File: src/rtl/float_mul_arbiter_pkg.sv
// -----------------------------------------------------------------------------
// float_mul_arbiter_pkg
//   Shared types and constants for the float_mul sharing arbiter.
//   - state_t     : control FSM states (ST_IDLE, ST_WAIT, ST_RESP)
//   - FP_W        : IEEE-754 single-precision word width
//   - MUL_LAT_DEF : default multiplier latency in clock cycles
// -----------------------------------------------------------------------------
package float_mul_arbiter_pkg;

    typedef enum logic [1:0] {
        ST_IDLE = 2'd0,
        ST_WAIT = 2'd1,
        ST_RESP = 2'd2
    } state_t;

    localparam int FP_W        = 32;
    localparam int MUL_LAT_DEF = 2;

endpackage : float_mul_arbiter_pkg

File: src/rtl/float_mul_arbiter_rr_arbiter.sv
// -----------------------------------------------------------------------------
// rr_arbiter
//   Combinational round-robin arbiter. The search starts at i_ptr and ascends
//   with wrap; the first asserted request wins.
//
//   Optional feature macro: FMUL_ARB_PRIO0_EN
//     defined   : request 0 has absolute priority; requests 1..N-1 rotate
//                 among themselves starting at i_ptr.
//     undefined : pure round-robin over all N requests.
//
//   Ports
//     i_req      [N]   request vector
//     i_ptr      [IW]  rotate pointer (search start)
//     o_grant    [N]   one-hot grant (zero when no request)
//     o_grant_id [IW]  index of the granted request
//     o_any            at least one request granted
// -----------------------------------------------------------------------------
module rr_arbiter #(
    parameter  int N  = 4,
    localparam int IW = $clog2(N)
) (
    input  logic [N-1:0]  i_req,
    input  logic [IW-1:0] i_ptr,
    output logic [N-1:0]  o_grant,
    output logic [IW-1:0] o_grant_id,
    output logic          o_any
);

    always_comb begin
        int   idx;
        logic found;
        o_grant    = '0;
        o_grant_id = '0;
        found      = 1'b0;
        idx        = 0;
`ifdef FMUL_ARB_PRIO0_EN
        if (i_req[0]) begin
            o_grant[0] = 1'b1;
            found      = 1'b1;
        end
`endif
        for (int off = 0; off < N; off++) begin
            idx = int'(i_ptr) + off;
            if (idx >= N) begin
                idx = idx - N;
            end
`ifdef FMUL_ARB_PRIO0_EN
            // Requester 0 was already handled above; the rotation skips it.
            if (!found && (idx != 0) && i_req[idx]) begin
`else
            if (!found && i_req[idx]) begin
`endif
                o_grant[idx] = 1'b1;
                o_grant_id   = IW'(idx);
                found        = 1'b1;
            end
        end
        o_any = found;
    end

endmodule : rr_arbiter

File: src/rtl/float_mul_arbiter.sv
// -----------------------------------------------------------------------------
// float_mul_arbiter
//   Shares one float_mul instance among N_REQ requesters. An operand pair is
//   accepted on a valid/ready handshake, held on the multiplier inputs for
//   MUL_LAT cycles, and the captured product/overflow is returned to the
//   winner on a second valid/ready handshake. One multiply in flight.
//
//   Optional feature macro: FMUL_ARB_PRIO0_EN (requester 0 absolute priority;
//   a grant to requester 0 does not move the rotate pointer).
//
//   Ports
//     clk, rst_n                 clock, asynchronous active-low reset
//     i_req_valid/o_req_ready    [N_REQ] operand handshake (ready one-hot)
//     i_req_a, i_req_b           [32*N_REQ] packed operands, slot i = [32i+:32]
//     o_rsp_valid/i_rsp_ready    [N_REQ] result handshake (valid one-hot)
//     o_rsp_data, o_rsp_overflow captured product and overflow flag
//     o_mul_a, o_mul_b           multiplier A/B inputs
//     i_mul_s, i_mul_overflow    multiplier S/overflow outputs
//     o_busy                     high outside IDLE
//     o_grant_id                 index of the current/last winner
// -----------------------------------------------------------------------------
module float_mul_arbiter
    import float_mul_arbiter_pkg::*;
#(
    parameter  int N_REQ   = 4,
    parameter  int MUL_LAT = MUL_LAT_DEF,
    localparam int IW      = $clog2(N_REQ)
) (
    input  logic                  clk,
    input  logic                  rst_n,
    input  logic [N_REQ-1:0]      i_req_valid,
    output logic [N_REQ-1:0]      o_req_ready,
    input  logic [FP_W*N_REQ-1:0] i_req_a,
    input  logic [FP_W*N_REQ-1:0] i_req_b,
    output logic [N_REQ-1:0]      o_rsp_valid,
    input  logic [N_REQ-1:0]      i_rsp_ready,
    output logic [FP_W-1:0]       o_rsp_data,
    output logic                  o_rsp_overflow,
    output logic [FP_W-1:0]       o_mul_a,
    output logic [FP_W-1:0]       o_mul_b,
    input  logic [FP_W-1:0]       i_mul_s,
    input  logic                  i_mul_overflow,
    output logic                  o_busy,
    output logic [IW-1:0]         o_grant_id
);

    localparam int CW = (MUL_LAT > 1) ? $clog2(MUL_LAT) : 1;

    state_t            r_state;
    logic [IW-1:0]     r_ptr;
    logic [CW-1:0]     r_cnt;
    logic [FP_W-1:0]   r_mul_a;
    logic [FP_W-1:0]   r_mul_b;
    logic [FP_W-1:0]   r_rsp_data;
    logic              r_rsp_overflow;
    logic [N_REQ-1:0]  r_rsp_valid;
    logic [IW-1:0]     r_grant_id;

    logic [N_REQ-1:0]  w_grant;
    logic [IW-1:0]     w_gid;
    logic              w_any;
    logic [IW-1:0]     w_ptr_next;
    logic [FP_W-1:0]   w_op_a [N_REQ];
    logic [FP_W-1:0]   w_op_b [N_REQ];

    // Unpack the operand buses into per-requester words.
    for (genvar gi = 0; gi < N_REQ; gi++) begin : g_unpack
        assign w_op_a[gi] = i_req_a[gi*FP_W +: FP_W];
        assign w_op_b[gi] = i_req_b[gi*FP_W +: FP_W];
    end

    rr_arbiter #(
        .N (N_REQ)
    ) u_rr_arbiter (
        .i_req      (i_req_valid),
        .i_ptr      (r_ptr),
        .o_grant    (w_grant),
        .o_grant_id (w_gid),
        .o_any      (w_any)
    );

    // Pointer after the current winner, wrapping at N_REQ.
    always_comb begin
        if (r_grant_id == IW'(N_REQ - 1)) begin
            w_ptr_next = '0;
        end else begin
            w_ptr_next = r_grant_id + 1'b1;
        end
`ifdef FMUL_ARB_PRIO0_EN
        // Requester 0 sits outside the rotation, so serving it leaves the
        // pointer where it was.
        if (r_grant_id == '0) begin
            w_ptr_next = r_ptr;
        end
`endif
    end

    always_ff @(posedge clk or negedge rst_n) begin
        if (!rst_n) begin
            r_state        <= ST_IDLE;
            r_ptr          <= '0;
            r_cnt          <= '0;
            r_mul_a        <= '0;
            r_mul_b        <= '0;
            r_rsp_data     <= '0;
            r_rsp_overflow <= 1'b0;
            r_rsp_valid    <= '0;
            r_grant_id     <= '0;
        end else begin
            case (r_state)
                ST_IDLE: begin
                    // The grant is the ready vector, so any grant is a transfer.
                    if (w_any) begin
                        r_mul_a    <= w_op_a[w_gid];
                        r_mul_b    <= w_op_b[w_gid];
                        r_grant_id <= w_gid;
                        r_cnt      <= CW'(MUL_LAT - 1);
                        r_state    <= ST_WAIT;
                    end
                end
                ST_WAIT: begin
                    if (r_cnt == '0) begin
                        r_rsp_data     <= i_mul_s;
                        r_rsp_overflow <= i_mul_overflow;
                        r_rsp_valid    <= {{(N_REQ-1){1'b0}}, 1'b1} << r_grant_id;
                        r_state        <= ST_RESP;
                    end else begin
                        r_cnt <= r_cnt - 1'b1;
                    end
                end
                ST_RESP: begin
                    if (i_rsp_ready[r_grant_id]) begin
                        r_rsp_valid <= '0;
                        r_ptr       <= w_ptr_next;
                        r_state     <= ST_IDLE;
                    end
                end
                default: begin
                    r_state <= ST_IDLE;
                end
            endcase
        end
    end

    // Ready is forced low while reset is asserted, independent of state.
    assign o_req_ready    = (rst_n && (r_state == ST_IDLE)) ? w_grant : '0;
    assign o_rsp_valid    = r_rsp_valid;
    assign o_rsp_data     = r_rsp_data;
    assign o_rsp_overflow = r_rsp_overflow;
    assign o_mul_a        = r_mul_a;
    assign o_mul_b        = r_mul_b;
    assign o_busy         = (r_state != ST_IDLE);
    assign o_grant_id     = r_grant_id;

endmodule : float_mul_arbiter

File: config.mk
export PLATFORM = sky130hd
export DESIGN_NAME = float_mul_arbiter
export DESIGN_NICKNAME = d
export VERILOG_FILES = /design/src/rtl/float_mul_arbiter_pkg.sv /design/src/rtl/float_mul_arbiter_rr_arbiter.sv /design/src/rtl/float_mul_arbiter.sv
export SDC_FILE = /design/constraint.sdc
export NUM_CORES = 1
export LEC_CHECK = 0
export ABC_AREA = 1
export CORE_AREA = 2 2 158 160
export DETAILED_ROUTE_END_ITERATION = 8
export DIE_AREA = 0 0 160 162
export PLACE_DENSITY = 0.66
export SLEW_MARGIN = 25
export SYNTH_ARGS = -nofsm -noshare
export SYNTH_HDL_FRONTEND = slang
export SYNTH_HIERARCHICAL = 1
export SYNTH_SLANG_ARGS = --single-unit
File: constraint.sdc
create_clock -name clk -period 7.85 [get_ports clk]
set_input_delay 1.57 -clock clk [delete_from_list [all_inputs] [get_ports clk]]
set_output_delay 1.57 -clock clk [all_outputs]
set_load 0.005 [all_outputs]
==> results_dict.tcl, run 1 <==
set metrics [dict create \
    worstHoldStart "r_cnt" \
    viasPerCell 4.62 \
    syn_inst 1015 \
    end_kind "primary output" \
    synth_area_leader_cell "dfrtp_1" \
    crit_required_ps 6280 \
    cts_tree "built" \
    hold_class "reg -> reg" \
    timing.final.crit_share_pct 66.1 \
    post-cts-setup-buffers 0 \
    grt_pass1_vias 7800 \
    outcome "finished, final reports clean" \
    synth-edff-count 0 \
    ff2ff_path_depth 14 \
    drive_above_1_share_pct 3.18 \
    cts_hold_buf 0 \
    worstMarginPinSlew_ps 976 \
    cellLeakagePower_uw 0.00520 \
    cts_htree_levels 3 \
    port_buffers 406 \
    avgSynthCellArea_um2 6.63 \
    r2r_slack_ps 3730 \
    synth.area.top_cells "dfrtp_1, nand2_1, nor2_1, o21ai_0, nand3_1" \
    final_cell_area_um2 11200 \
    yosys_most_used_dff "dfrtp_1" \
    fillerInstances 2479 \
    powerDensity_nw_per_um2 440 \
    totalPowerFinal_uw 4920 \
    power_frac_seq_pct 20.6 \
    syn-cell-area_um2 6730 \
    place.gp.congestion 0.902 \
    path_class "in -> out" \
    min_to "r_state[0]" \
    die_area_um2 25900 \
    grt_util_all_layers_pct 20.8 \
    grt_max_degree 91 \
    syn_nets 1326 \
    antenna_found_initial 0 \
    hold_viol 0 \
    yosysUniqueCellTypes 23 \
    post_dp_cell_area_um2 10900 \
    r2r-end "o_mul_b[4]" \
    first_pass_iters 5 \
    critPathArrivalTime_ps 3620 \
    grt-ovfl-total 0 \
    switching_share_pct 50.8 \
    cts.path.max_buffers 2 \
    final_core_util_pct 46.4 \
    synth_common_cells "nand2_1, nor2_1, dfrtp_1, o21ai_0, nand3_1" \
    setup_tns_ps 0 \
    n_antenna_cell 0 \
    ant_nets 0 \
    maxCapViolCount 0 \
    setup-violations-final 0 \
    start_util_pct 27.9 \
    max_slew_margin_pct 34.8 \
    cts_buffers 9 \
    r2r_start "r_ptr[0]" \
    wire_per_inst_um 16.0 \
    routed_wirelength_um 27200 \
    switching_power_uw 2500 \
    die_h_um 162 \
    combPwrFrac_pct 69.8 \
    pin_count 407 \
    insertion_delay_ps 360 \
    nets 1688 \
    clock.fmax_mhz 193 \
    vdd_ir_drop_max_v 0.000308 \
    min_path_cells 2 \
    synthArstFlopShare_pct 100 \
    cp_max_fo 7 \
    drt_iter0_drc 489 \
    cts.sinks 108 \
    clk_pin_slew_ps 70 \
    syn2layout_area_growth_pct 66.3 \
    via_count 7883 \
    p_clk_share_pct 9.6 \
    finalMaxSlewViolations 0 \
    synth_top_area_share_pct 40.2 \
    grt_first_pass_wirelength_um 42600 \
    ys_warn_count 6 \
    skew_ps 13.6 \
    cts-resized-gates 0 \
    std_cell_rows 57 \
    dp_hpwl_um 19800 \
    drc_errors 0 \
    start_kind "input port" \
    die_x_um 160 \
    synth.ff_latch_count 108 \
    yosysSeqAreaShare_pct 40.2 \
    core-area_um2 24100 \
    cts_root_buffer "clkbuf_16" \
    yosysMostFrequentCell "nand2_1" \
    rsz0062_at_grt "no" \
    p_int_uw 2420 \
    finalCriticalPeriod_ps 5190 \
]
-- through the flow --
stage                     cells  hold slack [ps]  worst slack, ps
final                      1706              472             2660
after floorplan            1015              442             3840
after detailed placement   1690              460             2450
after global placement     1690              451             2520
after global routing       1706              499             2480
after CTS                  1706              479             2680
-- worst max-delay path, stage by stage --
cell and delay (ps):
clkdlybuf4s50_1 440, inv_1 70, nand2_1 70, nand3_2 160, nand2_2 100, nor2_1 290, a21oi_1 150, nand3_1 130
inv_1 50, nor2_1 90, clkdlybuf4s50_1 510
-- cell families (layout without fill, tap and decap cells) --
| logic type | Yosys count | count (layout) | synth area share (%) |
|---|---|---|---|
| AO/OA/AOI/OAI | 111 | 111 | 9.63 |
| buffers and inverters | 86 | 453 | 6.86 |
| AND/OR/NAND/NOR | 698 | 698 | 41.1 |
| adder cells (fa/ha/maj) | 12 | 12 | 2.23 |
| flip-flops | 108 | 108 | 40.2 |
-- area by class of cell --
| cell class | instances | area [µm²] | share of cell area, % |
|---|---|---|---|
| repair buffers | 413 | 4110 | 36.8 |
| multi-input cells | 821 | 3580 | 32.0 |
| flip-flops and latches | 108 | 2700 | 24.1 |
| well taps | 324 | 405 | 3.62 |
| clock buffers | 9 | 225 | 2.01 |
| inverters | 24 | 92.6 | 0.827 |
| clock inverters | 7 | 73.8 | 0.660 |
-- registers in the layout (all words and copies together) (netlist names) --
signal	flops
r_ptr	2
o_mul_b	32
r_state	2
r_cnt	1
o_grant_id	2
o_rsp_overflow	1
o_rsp_data	32
o_mul_a	32
o_rsp_valid	4
-- how the worst max path moves through the flow --
stage | start | slack, ps | to | cells past startpoint
after floorplan | i_req_valid[3] | 3840 | o_req_ready[0] | 9
after global placement | i_req_valid[3] | 2520 | o_mul_b[9] | 12
after detailed placement | i_req_valid[3] | 2450 | o_mul_b[4] | 12
after CTS | i_req_valid[1] | 2680 | o_req_ready[2] | 12
after global routing | i_req_valid[1] | 2480 | o_req_ready[0] | 12
final | i_req_valid[3] | 2660 | o_req_ready[3] | 11
-- cells in the final DEF, fill, tap and decap left out --
master,synthesis,routed
nand3_4,0,1
inv_2,5,4
nand3_2,2,2
nand2_4,1,1
or2_2,1,1
buf_4,20,8
dfrtp_1,108,108
nor2_4,3,3
o211ai_1,33,33
a21boi_0,4,4
clkinv_8,0,1
inv_1,19,19
inv_8,0,2
nand3_1,54,53
inv_6,0,2
clkdlybuf4s50_1,0,405
nand2_1,427,427
nand4_1,7,7
nor2_2,1,1
a21oi_1,8,8
nand2_2,6,6
nor2_1,196,196
inv_4,0,1
ha_1,12,12
o21ai_0,66,66
clkinv_4,0,2
clkbuf_16,0,9
-- power by group through the flow --
stage | clock network (µW) | registers (µW) | logic [µW]
after floorplan | 0 | 1030 | 2240
after global placement | 0 | 1010 | 3450
after detailed placement | 0 | 1020 | 3470
after CTS | 495 | 1010 | 3480
after global routing | 506 | 1060 | 3910
final | 471 | 1010 | 3440
-- metal layers --
metal / wire [µm] / vias up / global-route usage, % / share of wire (%)
met4: 1010 / 0 / 8.52 / 3.7
met5: 0 / - / 0 / 0
li1: - / 3919 / - / -
met2: 13400 / 314 / 36.3 / 49
met3: 1860 / 51 / 5.01 / 6.8
met1: 11000 / 3599 / 24.7 / 40
(Power assumes the default switching activity.)
==> run 2, diff against run 1 <==
==> constraint.sdc (replaced) <==
create_clock -name clk -period 5.4 [get_ports clk]
set_input_delay 1.08 -clock clk [delete_from_list [all_inputs] [get_ports clk]]
set_output_delay 1.08 -clock clk [all_outputs]
set_load 0.005 [all_outputs]
==> run 2 against run 1 <==
Critical path depth did not move. Count of clock-buffer cells in the layout did not move. Via count shrank 0.88%. First-iteration DRC count decreased by 8.0%. Global-route usage is 0.53 points lower. Routed wire length decreased by 0.86%. Register-to-register slack worse by 2100 ps. Core utilization is 0.17 points higher. Clock power increased by 47%. Sequential power grew 47%. Critical path type unchanged. Critical endpoint is now o_req_ready[1]. Highest routed layer unchanged.
==> results_dict.tcl, run 2 (synthesis results as in run 1) <==
set metrics [dict create \
    path_buf_inv 4 \
    die_area_um2 25900 \
    power_frac_seq_pct 20.5 \
    r2r-end "o_mul_a[14]" \
    cts_tree "built" \
    cp_max_fo 7 \
    min_to "o_rsp_data[20]" \
    combPwrFrac_pct 69.8 \
    n_antenna_cell 0 \
    timing.final.crit_share_pct 77.7 \
    die_x_um 160 \
    max_slew_margin_pct 43.3 \
    final_cell_area_um2 11200 \
    r2r_start "r_ptr[0]" \
    min_path_cells 2 \
    clk_pin_slew_ps 80 \
    setup_tns_ps 0 \
    die_h_um 162 \
    start_util_pct 27.9 \
    finalCriticalPeriod_ps 4200 \
    crit_required_ps 4320 \
    dp_hpwl_um 19900 \
    routed_wirelength_um 27000 \
    cellLeakagePower_uw 0.00521 \
    port_buffers 406 \
    end_kind "primary output" \
    outcome "finished, final reports clean" \
    cts-resized-gates 0 \
    start_kind "input port" \
    ff2ff_path_depth 15 \
    layout_common_cells "nand2_1, clkdlybuf4s50_1, nor2_1" \
    pin_count 407 \
    worstHoldStart "o_rsp_data[20]" \
    setup-violations-final 0 \
    switching_share_pct 50.5 \
    drive_above_1_share_pct 3.39 \
    rsz0062_at_grt "no" \
    cts.path.max_buffers 2 \
    syn2layout_area_growth_pct 66.9 \
    cts_htree_levels 3 \
    worstMarginPinSlew_ps 848 \
    clock.fmax_mhz 238 \
    hold_class "reg -> reg" \
    grt_max_degree 129 \
    dp_cells 1693 \
    first_pass_iters 5 \
    final_cells 1709 \
    post-cts-setup-buffers 0 \
    post_dp_cell_area_um2 10900 \
    grt_util_all_layers_pct 20.3 \
    cts.sinks 108 \
    crit_path_cell_trace "clkdlybuf4s50_1, inv_1, nand2_1, nand3_2, nand2_2, nor2_1, a21oi_1, nand3_1, inv_1, nor2_1, clkdlybuf4s50_1" \
    ant_nets 0 \
    path_class "in -> out" \
    drc_errors 0 \
    insertion_delay_ps 360 \
    hold_viol 0 \
    grt_pass1_vias 7721 \
    maxCapViolCount 0 \
    powerDensity_nw_per_um2 640 \
    mostFrequentLayoutCell "nand2_1" \
    cts_hold_buf 0 \
    nets 1691 \
    place.gp.congestion 0.906 \
    vdd_ir_drop_max_v 0.000608 \
    path_delay_family "buffers and inverters" \
    crit_start "i_req_valid[3]" \
    skew_ps 13.5 \
    critPathMaxStageDelay_ps 520 \
    critPathArrivalTime_ps 3120 \
    core-area_um2 24100 \
    p_int_uw 3560 \
    grt-ovfl-total 0 \
    via_count 7814 \
    crit_path_top_delay_cell "clkdlybuf4s50_1" \
    p_clk_share_pct 9.6 \
    viasPerCell 4.57 \
    r2r_slack_ps 1590 \
    grt_first_pass_wirelength_um 41600 \
    antenna_found_initial 0 \
    drt_iter0_drc 450 \
    std_cell_rows 57 \
    cts_root_buffer "clkbuf_16" \
    cts_buffers 9 \
    finalMaxSlewViolations 0 \
    switching_power_uw 3630 \
    totalPowerFinal_uw 7180 \
    wire_per_inst_um 15.8 \
]
-- run 2: area by class of cell --
cell class	count	area, µm²
fillers	2527	12900
clock buffers	9	225
well taps	324	405
flip-flops and latches	108	2700
inverters	24	91.3
multi-input cells	821	3580
clock inverters	7	80.1
repair buffers	416	4150
-- run 2: per-stage QoR --
stage,setup slack (ps),hold slack (ps),utilization (%)
floorplan,2370,442,-
global placement,1190,451,45.3
detailed placement,1070,458,45.3
CTS,1240,478,46.6
global route,998,500,46.6
finish,1200,480,46.6
-- run 2: worst max-delay path by stage --
| stage | to | depth (start not counted) | slack [ps] |
|---|---|---|---|
| after floorplan | o_req_ready[0] | 9 | 2370 |
| after global placement | o_mul_a[14] | 16 | 1190 |
| final | o_req_ready[1] | 11 | 1200 |
| after CTS | o_req_ready[1] | 11 | 1240 |
| after detailed placement | o_mul_a[14] | 16 | 1070 |
| after global routing | o_req_ready[1] | 12 | 1000 |
-- run 2: per-layer routing --
| layer | vias up | GRT usage [%] | share of wire (%) |
|---|---|---|---|
| met5 | - | 0 | 0 |
| met4 | 0 | 8.35 | 3.6 |
| met3 | 50 | 5.62 | 7.5 |
| met2 | 306 | 34.9 | 48 |
| met1 | 3538 | 24.0 | 40 |
| li1 | 3920 | - | - |
-- run 2: power groups by stage --
stage / logic [µW] / clock network [µW] / registers (µW)
floorplan: 3260 / 0 / 1490
global placement: 5030 / 0 / 1470
detailed placement: 5080 / 0 / 1480
CTS: 5090 / 720 / 1480
global route: 5660 / 744 / 1530
finish: 5020 / 692 / 1480
-- run 2: tightest hold or removal path, stage by stage, from the launching register on --
cell and delay (ps):
dfrtp_1 350, nand2_1 50, nand2_1 50
==> run 3, diff against run 2 <==
--- a/config.mk
+++ b/config.mk
@@ -6,10 +6,10 @@
 export NUM_CORES = 1
 export LEC_CHECK = 0
 export ABC_AREA = 1
-export CORE_AREA = 2 2 158 160
+export CORE_AREA = 2 2 157 159
 export DETAILED_ROUTE_END_ITERATION = 8
-export DIE_AREA = 0 0 160 162
-export PLACE_DENSITY = 0.66
+export DIE_AREA = 0 0 159 161
+export PLACE_DENSITY = 0.69
 export SLEW_MARGIN = 25
 export SYNTH_ARGS = -nofsm -noshare
 export SYNTH_HDL_FRONTEND = slang
==> constraint.sdc (replaced) <==
create_clock -name clk -period 3.75 [get_ports clk]
set_input_delay 0.75 -clock clk [delete_from_list [all_inputs] [get_ports clk]]
set_output_delay 0.75 -clock clk [all_outputs]
set_load 0.005 [all_outputs]
==> run 3 against run 2 <==
Global-route usage rose by 0.43 points. Final area rose by 0.91%. Total power rose by 48%. First-iteration DRC count fell by 24%. Flip-flop and latch count did not move. Count of clock-buffer cells in the layout did not move. Core utilization rose by 0.71 points. Non-clock buffer count rose by 9. Critical path depth rose by 1. Routed wire length rose by 0.61%.
==> results_dict.tcl, run 3 (synthesis results as in run 1) <==
set metrics [dict create \
    timing.final.crit_share_pct 93.6 \
    grt_max_degree 74 \
    setup_tns_ps 0 \
    drt_iter0_drc 341 \
    pin_count 407 \
    setup-violations-final 0 \
    ant_nets 0 \
    outcome "finished, final reports clean" \
    critPathArrivalTime_ps 2760 \
    worstHoldStart "o_mul_b[1]" \
    die_x_um 159 \
    mostFrequentLayoutCell "nand2_1" \
    cts_tree "built" \
    crit_required_ps 3000 \
    register_area_um2 2700 \
    finalCriticalPeriod_ps 3510 \
    dp_hpwl_um 20600 \
    grt-ovfl-total 0 \
    first_pass_iters 5 \
    cts_hold_buf 0 \
    cts_buffers 9 \
    maxCapViolCount 0 \
    layout_common_cells "nand2_1, clkdlybuf4s50_1, nor2_1" \
    min_path_cells 2 \
    cp_max_fo 8 \
    die_h_um 161 \
    core-area_um2 24000 \
    drive_above_1_share_pct 4.16 \
    start_util_pct 28.1 \
    grt_util_all_layers_pct 20.7 \
    worstMarginPinSlew_ps 840 \
    r2r-end "o_mul_a[7]" \
    hold_viol 0 \
    cts_root_buffer "clkbuf_16" \
    nets 1700 \
    cellLeakagePower_uw 0.00527 \
    clk_pin_slew_ps 70 \
    path_class "in -> out" \
    powerDensity_nw_per_um2 935 \
    rsz0062_at_grt "no" \
    viasPerCell 4.61 \
    n_antenna_cell 0 \
    via_count 7927 \
    finalMaxSlewViolations 0 \
    drc_errors 0 \
    wire_per_inst_um 15.8 \
    ff2ff_path_depth 12 \
    die_area_um2 25600 \
    routed_wirelength_um 27200 \
    skew_ps 17.1 \
    vdd_ir_drop_max_v 0.000575 \
    r2r_slack_ps 890 \
    grt_pass1_vias 7819 \
    port_buffers 406 \
    r2r_start "r_ptr[1]" \
    clock.fmax_mhz 285 \
    end_kind "primary output" \
    hold_class "reg -> reg" \
    antenna_found_initial 0 \
    insertion_delay_ps 360 \
    start_kind "input port" \
    place.gp.congestion 0.924 \
    std_cell_rows 57 \
    syn2layout_area_growth_pct 68.4 \
    grt_first_pass_wirelength_um 42200 \
    max_slew_margin_pct 44.0 \
    min_to "o_mul_b[1]" \
    fillerInstances 2456 \
    cts_htree_levels 3 \
    multi_input_area_um2 3580 \
    final_cells 1718 \
    cts.path.max_buffers 2 \
    dp_cells 1702 \
    cts.sinks 108 \
]
==> run 3: final cells by class <==
type                       instances  area share (%)
tap                              324            3.58
timing repair buffer             425            37.4
sequential                       108            23.9
multi-input combinational        821            31.6
clock inverter                     7           0.762
inverter                          24           0.806
clock buffer                       9            1.99
==> run 3: metrics by stage <==
| step | power, µW | hold WS, ps | worst slack, ps | util [%] | cell area, µm² |
|---|---|---|---|---|---|
| 3_5_place_dp | 9700 | 459 | 242 | 46.0 | 11000 |
| 3_3_place_gp | 9620 | 449 | 291 | 46.0 | 11000 |
| 2_1_floorplan | 6850 | 442 | 1220 | - | 6730 |
| 6_report | 10600 | 477 | 238 | 47.3 | 11300 |
| 5_1_grt | 11700 | 505 | 33.4 | 47.3 | 11300 |
| 4_1_cts | 10700 | 479 | 65.7 | 47.3 | 11300 |
==> run 3: timing repair <==
item | in CTS | in global routing
endpoints found under the setup margin | 0 | 4
setup buffers | 0 | 0
resized for setup | 0 | 2
==> run 3: worst max-delay path: stages <==
cell and delay [ps]:
clkdlybuf4s50_1 500, inv_1 50, nand2_1 90, nand2_1 60, nand2_1 50, nand2_1 180, inv_1 220, nand3_1 100
nand3_1 110, inv_1 40, nor2_1 100, clkdlybuf4s50_1 510
==> run 3: how the worst max path moves through the flow <==
stage	start	endpoint	cells past startpoint
2_1_floorplan	r_ptr[0]	o_req_ready[0]	10
3_3_place_gp	i_req_valid[3]	o_req_ready[1]	11
3_5_place_dp	i_req_valid[1]	o_req_ready[3]	11
4_1_cts	r_ptr[1]	o_req_ready[3]	11
5_1_grt	i_req_valid[1]	o_req_ready[0]	12
6_report	i_req_valid[1]	o_req_ready[3]	12
==> run 3: metal layers <==
layer	up-vias	global-route usage, %	share of wire (%)
li1	3949	-	-
met1	3613	24.3	41
met2	315	36.7	49
met3	50	4.70	6.3
met4	0	8.68	3.7
met5	-	0	0
==> run 3: power by group <==
group | switching [µW] | leakage (µW) | internal [µW]
Clock | 516 | 0.000151 | 484
Combinational | 4440 | 0.00379 | 3030
Sequential | 343 | 0.00133 | 1780
Total | 5300 | 0.00527 | 5290
